===== config.mk =====
export PLATFORM = sky130hd
export DESIGN_NAME = instruction_prefetch_unit
export DESIGN_NICKNAME = d
export VERILOG_FILES = /design/src/rtl/instruction_prefetch_unit.sv
export SDC_FILE = /design/constraint.sdc
export NUM_CORES = 1
export LEC_CHECK = 0
export CAP_MARGIN = 20
export CELL_PAD_IN_SITES_DETAIL_PLACEMENT = 0
export CELL_PAD_IN_SITES_GLOBAL_PLACEMENT = 1
export CORE_ASPECT_RATIO = 1.25
export CORE_MARGIN = 3
export CORE_UTILIZATION = 46
export CTS_CLUSTER_DIAMETER = 100
export DETAILED_ROUTE_END_ITERATION = 8
export PLACE_DENSITY_LB_ADDON = 0.1
export SYNTH_ARGS = -nofsm -noshare
export SYNTH_HDL_FRONTEND = slang
export SYNTH_SLANG_ARGS = --single-unit

===== constraint.sdc =====
create_clock -name clk -period 4 [get_ports clk]
set_input_delay 0.8 -clock clk [delete_from_list [all_inputs] [get_ports clk]]
set_output_delay 0.8 -clock clk [all_outputs]
set_load 0.05 [all_outputs]

===== src/rtl/instruction_prefetch_unit.sv =====
// Instruction prefetch unit: credit-limited in-order fetch into a small queue,
// with redirect flush and discard of responses still in flight.
module instruction_prefetch_unit #(
  parameter int              XLEN     = 32,
  parameter int              DEPTH    = 4,
  parameter logic [XLEN-1:0] RESET_PC = '0,
  parameter int              PC_STEP  = 1
) (
  input  logic                   clk,
  input  logic                   resetn,
  input  logic                   fetch_enable,
  output logic                   mem_req_valid,
  output logic [XLEN-1:0]        mem_req_addr,
  input  logic                   mem_req_ready,
  input  logic                   mem_rsp_valid,
  input  logic [31:0]            mem_rsp_data,
  output logic                   instr_valid,
  output logic [31:0]            instr_data,
  output logic [XLEN-1:0]        instr_pc,
  input  logic                   instr_ready,
  input  logic                   redirect_valid,
  input  logic [XLEN-1:0]        redirect_pc,
  output logic [$clog2(DEPTH):0] queue_count
);
  localparam int              AW   = $clog2(DEPTH);
  localparam int              CW   = AW + 1;
  localparam logic [XLEN-1:0] STEP = XLEN'(PC_STEP);

  typedef struct packed {
    logic [31:0]     data;
    logic [XLEN-1:0] pc;
  } entry_t;

  entry_t          fifo [DEPTH];
  logic [AW-1:0]   wr_ptr, rd_ptr;
  logic [CW-1:0]   count, outstanding, discard_cnt;
  logic [XLEN-1:0] fetch_pc, rsp_pc;
  logic            req_pending;
  logic            credit_ok, req_fire, drop, push, pop;

  // Queue slots plus in-flight requests never exceed DEPTH, so a push always fits.
  assign credit_ok = ({1'b0, count} + {1'b0, outstanding}) < (CW+1)'(DEPTH);

  // Gated by resetn so the combinational fetch_enable path cannot raise a request in reset.
  assign mem_req_valid = resetn && !redirect_valid && (req_pending || (fetch_enable && credit_ok));
  assign mem_req_addr  = fetch_pc;
  assign req_fire      = mem_req_valid && mem_req_ready;

  assign drop        = redirect_valid || (discard_cnt != '0);
  assign push        = mem_rsp_valid && !drop;
  assign instr_valid = (count != '0);
  assign pop         = instr_valid && instr_ready;
  assign queue_count = count;
  assign instr_data  = instr_valid ? fifo[rd_ptr].data : '0;
  assign instr_pc    = instr_valid ? fifo[rd_ptr].pc   : '0;

  always_ff @(posedge clk or negedge resetn) begin
    if (!resetn) begin
      fetch_pc    <= RESET_PC;
      rsp_pc      <= RESET_PC;
      outstanding <= '0;
      discard_cnt <= '0;
      count       <= '0;
      wr_ptr      <= '0;
      rd_ptr      <= '0;
      req_pending <= 1'b0;
    end else begin
      // A raised but unaccepted request stays up; redirect forces mem_req_valid low, clearing it.
      req_pending <= mem_req_valid && !mem_req_ready;
      outstanding <= outstanding + CW'(req_fire) - CW'(mem_rsp_valid);
      if (redirect_valid) begin
        fetch_pc    <= redirect_pc;
        rsp_pc      <= redirect_pc;
        discard_cnt <= outstanding - CW'(mem_rsp_valid);
        count       <= '0;
        wr_ptr      <= '0;
        rd_ptr      <= '0;
      end else begin
        if (req_fire) fetch_pc <= fetch_pc + STEP;
        if (push) begin
          rsp_pc <= rsp_pc + STEP;
          wr_ptr <= wr_ptr + AW'(1);
        end
        if (mem_rsp_valid && discard_cnt != '0) discard_cnt <= discard_cnt - CW'(1);
        if (pop) rd_ptr <= rd_ptr + AW'(1);
        count <= count + CW'(push) - CW'(pop);
      end
    end
  end

  always_ff @(posedge clk or negedge resetn) begin
    if (!resetn) begin
      for (int i = 0; i < DEPTH; i++) fifo[i] <= '0;
    end else if (push) begin
      fifo[wr_ptr] <= '{data: mem_rsp_data, pc: rsp_pc};
    end
  end

endmodule


Word level (Yosys, flattened, before mapping)
Cells that the tools add are included.
Cells by class
  $add $sub $neg: 11
  $lt $le $gt $ge: 4
  mux-type cells: 19
  bitwise gates (word level): 2
  reduce and logical (&&, ||, !) cells: 20
Operator list (count)
  $bwmux 256: 1
  $mux 32: 6
  $mux 64: 3
  $bmux 64 s2: 1
  $demux 64 s2: 1
  $add 32x1->32 const B: 2
  $logic_and 1x1->1: 9
  $mux 3: 3
  $sub 3x1->3: 3
  $mux 2: 4
  $reduce_bool 2->1: 4
  $add 3x1->3: 2
  $ge 3x3->1 const B: 2
  $not 2->3: 2
  $reduce_bool 3->1: 2
  $add 2x1->2 const B: 2
  $add 3x3->4: 1
  $lt 4x3->1 const B: 1
  $logic_not 1->1: 3
  $lt 3x1->1 const B: 1
  $sub 3x1->3 const B: 1
  $logic_or 1x1->1: 2
Storage, ports and cells
  flip-flop bits (word level): 334
  bits of input ports: 71
  output and inout bits: 101
  logic and storage cells: 72

Longest topological paths before layout
  word-level depth: 8
  gate-level depth with buffers: 13
  gate-level depth less buffers: 12

Worst setup path after synthesis
No wires, ideal clock.
  path type: register -> register
  start: register count[2], in the netlist queue_count[2]
  end: register outstanding[2]
  library setup time: 0.124 ns
  data arrival time: 3.210 ns
  data required time: 3.876 ns
  slack: 0.666 ns
  cell stages (with the launch flop): 13
  buffers on the path: 2
  clock period less this slack: 3.334 ns
  cells stage by stage: dfrtp_1 > ha_1 > nor4b_1 > o2111a_1 > clkbuf_1 > buf_2 > inv_1 > ha_1 > inv_1 > ha_1 > fa_1 > xnor2_1 > xnor2_1
Between the ends
  word-level cells in the longest chain between the ends: 8
Ends and longest elaborated chain
  from (decl): line 36  | logic [CW-1:0] count, outstanding, discard_cnt;
  from (signal assigned): line 86  | count <= count + CW'(push) - CW'(pop);
  $add 3x3->4: line 42  | assign credit_ok = ({1'b0, count} + {1'b0, outstanding}) < (CW+1)'(DEPTH);
  $lt 4x3->1: line 42
  $logic_and 1x1->1: line 45  | assign mem_req_valid = resetn && !redirect_valid && (req_pending || (fetch_enable && credit_ok));
  $logic_or 1x1->1: line 45
  $logic_and 1x1->1: line 45
  $logic_and 1x1->1: line 47  | assign req_fire = mem_req_valid && mem_req_ready;
  $add 3x1->3: line 70  | outstanding <= outstanding + CW'(req_fire) - CW'(mem_rsp_valid);
  $sub 3x1->3: line 70
  to (signal assigned): line 70
  to (decl): line 36
Every way passes these cells.
A chain may end at the register's enable or synchronous reset.

Worst setup path in the final report
  start: register count[1], in the netlist queue_count[1]
  end: output port instr_pc[15]
Between the ends
  word-level cells in the longest chain between the ends: 2
Ends and longest elaborated chain
  $reduce_bool 3->1: line 51  | assign instr_valid = (count != '0);
  $mux 32: line 55  | assign instr_pc = instr_valid ? fifo[rd_ptr].pc : '0;
  to (decl): line 19  | output logic [XLEN-1:0] instr_pc,
Every way passes these cells.

==> key figures <==
Setup path
  – R2R depth: 10
  – R2r setup slk: 1000 ps
  – RR Endpoint: queue_count[2]
  – WP data required: 3200 ps
  – CP Class: flip-flop to primary output
  – Crit start category: flip-flop
  – Worst Setup End Kind: primary output
  – R2r startpoint: queue_count[1]
  – CP arrival: 2960 ps
  – Crit path max fanout: 34

Drt
  – Initial DRC Count: 471
  – DRC viols: 0
  – DR vias: 9842
  – Router iterations before antenna repair: 4
  – Vias per cell: 5.557
  – ANT nets after route: 0
  – Post-Route WL: 35360 um
  – Average wire per standard cell: 19.96 um

Floorplanning
  – Die area: 36760 um2
  – Die width: 172.1 um
  – Die height: 213.6 um
  – Initial core utilization: 46.96%
  – Core area: 33780 um2
  – Top Ports: 172
  – Site Rows: 75

GRT
  – Initial antenna violation count: 1
  – Gr ovfl total: 0
  – Vias in the first global route: 10533
  – First-pass GRT wire length: 56560 um
  – Largest net degree at the start of global routing: 153
  – Tot GR Track Use: 19.50%

Power and ir drop
  – Pwr per Cell Area: 691.7 nW/um2
  – P_leak: 8.717 nW
  – Peak supply drop: 0.3682 mV

Placed design
  – Post-DP HPWL: 22660 um
  – Routability Congestion: 0.7725
  – Port-buffer cells: 171
  – Placed Cells: 1703

Worst hold path
  – Hold crit path type: primary input to asynchronous set/reset pin

Synthesis
  – Syn Nets: 1250
  – Seq/Total Area, Yosys: 52.69%
  – FF+latch count, synth: 334
  – Avg Inst Size Synth: 13.66 um2
  – Main synth FF type: dfrtp_1
  – Syn Inst Count: 1161
  – Synth cell types: 51
  – Yosys warns: 0
  – Post-Syn Area: 15860 um2
  – Async SR Flop Fraction: 100.0%
  – Post-synth EDFFs: 0

Finish
  – Nets: 1409
  – Fillers: 2795
  – Most frequent cells in the layout: dfrtp_1 (332), mux2_2 (277), clkdlybuf4s50_1 (169), and2_1 (68), mux4_2 (64)
  – Final Non-Filler Cells: 1771
  – Leading cell type in the layout, fill and taps excluded: dfrtp_1
  – Syn-to-layout area delta: 23.05%
  – Share of layout cells above drive strength 1: 32.81%
  – Finished Core Util: 57.78%

Clock tree
  – Cts repair resizes: 0
  – Worst-path clk slew: 60 ps
  – Sink Count: 334
  – Root Buffer: clkbuf_16
  – Worst skew pair latency: 520 ps
  – TritonCTS clock tree: built
  – Post-CTS setup buffer count: 0
  – H-tree depth reported by CTS: 2
  – # hold bufs at CTS: 0
  – Clock Tree Buf Depth: 3
  – CTS buffer count: 37

Timing
  – Setup TNS: 0 ps
  – Final worst path period share: 93.91%
  – F_max: 0.2662 GHz
  – Final Skew: 15.57 ps
  – Crit path time final: 3756 ps
  – Slew HR: 34.73%
  – # setup viols final: 0
  – Fin. Hold Viols: 0
  – Unrepaired setup endpoints after global routing: false
  – Worst Tran Pin Value: 971.6 ps
  – Fin. max-slew vios: 0

Status
  – Status: finished clean

Job
  – Max-Cap Viols: 0
[through the flow]
| step | hold WS [ps] | worst slack [ps] | instance area [um2] | total power, mW |
|---|---|---|---|---|
| after CTS | 435.1 | 133.0 | 19490 | 13.67 |
| after global placement | 456.7 | 664.6 | 18190 | 9.925 |
| after global routing | 433.1 | 100.5 | 19520 | 14.22 |
| final | 381.1 | 243.7 | 19520 | 13.50 |
| after detailed placement | 468.6 | 672.4 | 18190 | 10.01 |
| after floorplan | 444.6 | 666.0 | 15860 | 8.301 |
[flip-flops by register name (all words and copies together), names as in the netlist]
name          cells
outstanding       3
rd_ptr            2
queue_count       3
req_pending       1
rsp_pc           32
wr_ptr            2
fifo            256
mem_req_addr     32
discard_cnt       3
[worst max-delay path, stage by stage, from the launching register on]
cell and delay (ps):
dfrtp_1 450, or3_2 800, buf_16 290, and2_1 160, clkdlybuf4s50_1 700
[cell type report]
class	count	area, um2	share of cell area, %
timing repair buffer	197	2092	10.72
antenna	1	2.502	0.01282
clock inverter	13	200.2	1.026
multi-input combinational	726	7142	36.59
sequential	334	8366	42.86
clock buffer	53	1099	5.628
inverter	24	90.09	0.4615
tap	423	529.3	2.711
[layer usage]
metal | track usage [%] | wire, um | vias up
li1 | - | - | 4512
met1 | 26.54 | 16000 | 5069
met2 | 32.35 | 16990 | 215
met3 | 3.651 | 1561 | 46
met4 | 5.536 | 811 | 0
met5 | 0 | 0 | -
[kinds of logic after synthesis]
kind of cell | Yosys count | share of synthesized area (%)
compound gates | 60 | 2.484
mux | 346 | 29.06
buf+inv | 101 | 2.492
xor+xnor | 59 | 3.257
simple gates | 243 | 8.502
fa+ha+maj | 18 | 1.514
flops | 334 | 52.69
[synthesized netlist by cell type (all sizes together) (4+ instances only)]
library cell / count / area, um2
inv: 23 / 86.33
xnor2: 36 / 315.3
and2: 68 / 425.4
nand2b: 7 / 43.79
mux2: 277 / 3119
a21boi: 5 / 37.54
nand2: 37 / 138.9
nand4: 23 / 143.9
a21oi: 15 / 75.07
xor2: 23 / 201.4
and4: 4 / 35.03
ha: 16 / 200.2
o21ai: 16 / 80.08
dfrtp: 334 / 8358
o31a: 4 / 36.29
nor4: 11 / 75.07
mux4: 64 / 1441
mux2i: 5 / 50.05
and3: 9 / 56.30
nand3: 23 / 132.6
clkbuf: 55 / 207.7
nor3: 13 / 65.06
buf: 22 / 97.60
nor2: 33 / 123.9
[how the worst max path moves through the flow]
| stage | cells after the start | slack [ps] | start | end |
|---|---|---|---|---|
| floorplan | 12 | 670 | queue_count[2] | outstanding[2] |
| global placement | 11 | 660 | mem_rsp_valid | queue_count[2] |
| detailed placement | 11 | 670 | mem_rsp_valid | queue_count[2] |
| CTS | 3 | 130 | queue_count[1] | instr_data[2] |
| global route | 4 | 100 | queue_count[1] | instr_pc[10] |
| finish | 4 | 240 | queue_count[1] | instr_pc[15] |
[power by group]
group | leakage, nW | total [mW] | internal, mW | switching [mW]
Clock | 0.639 | 3.59 | 2.24 | 1.36
Sequential | 4.33 | 4.67 | 4.16 | 0.503
Combinational | 3.74 | 5.24 | 2.40 | 2.84
(Power assumes the default switching activity.)
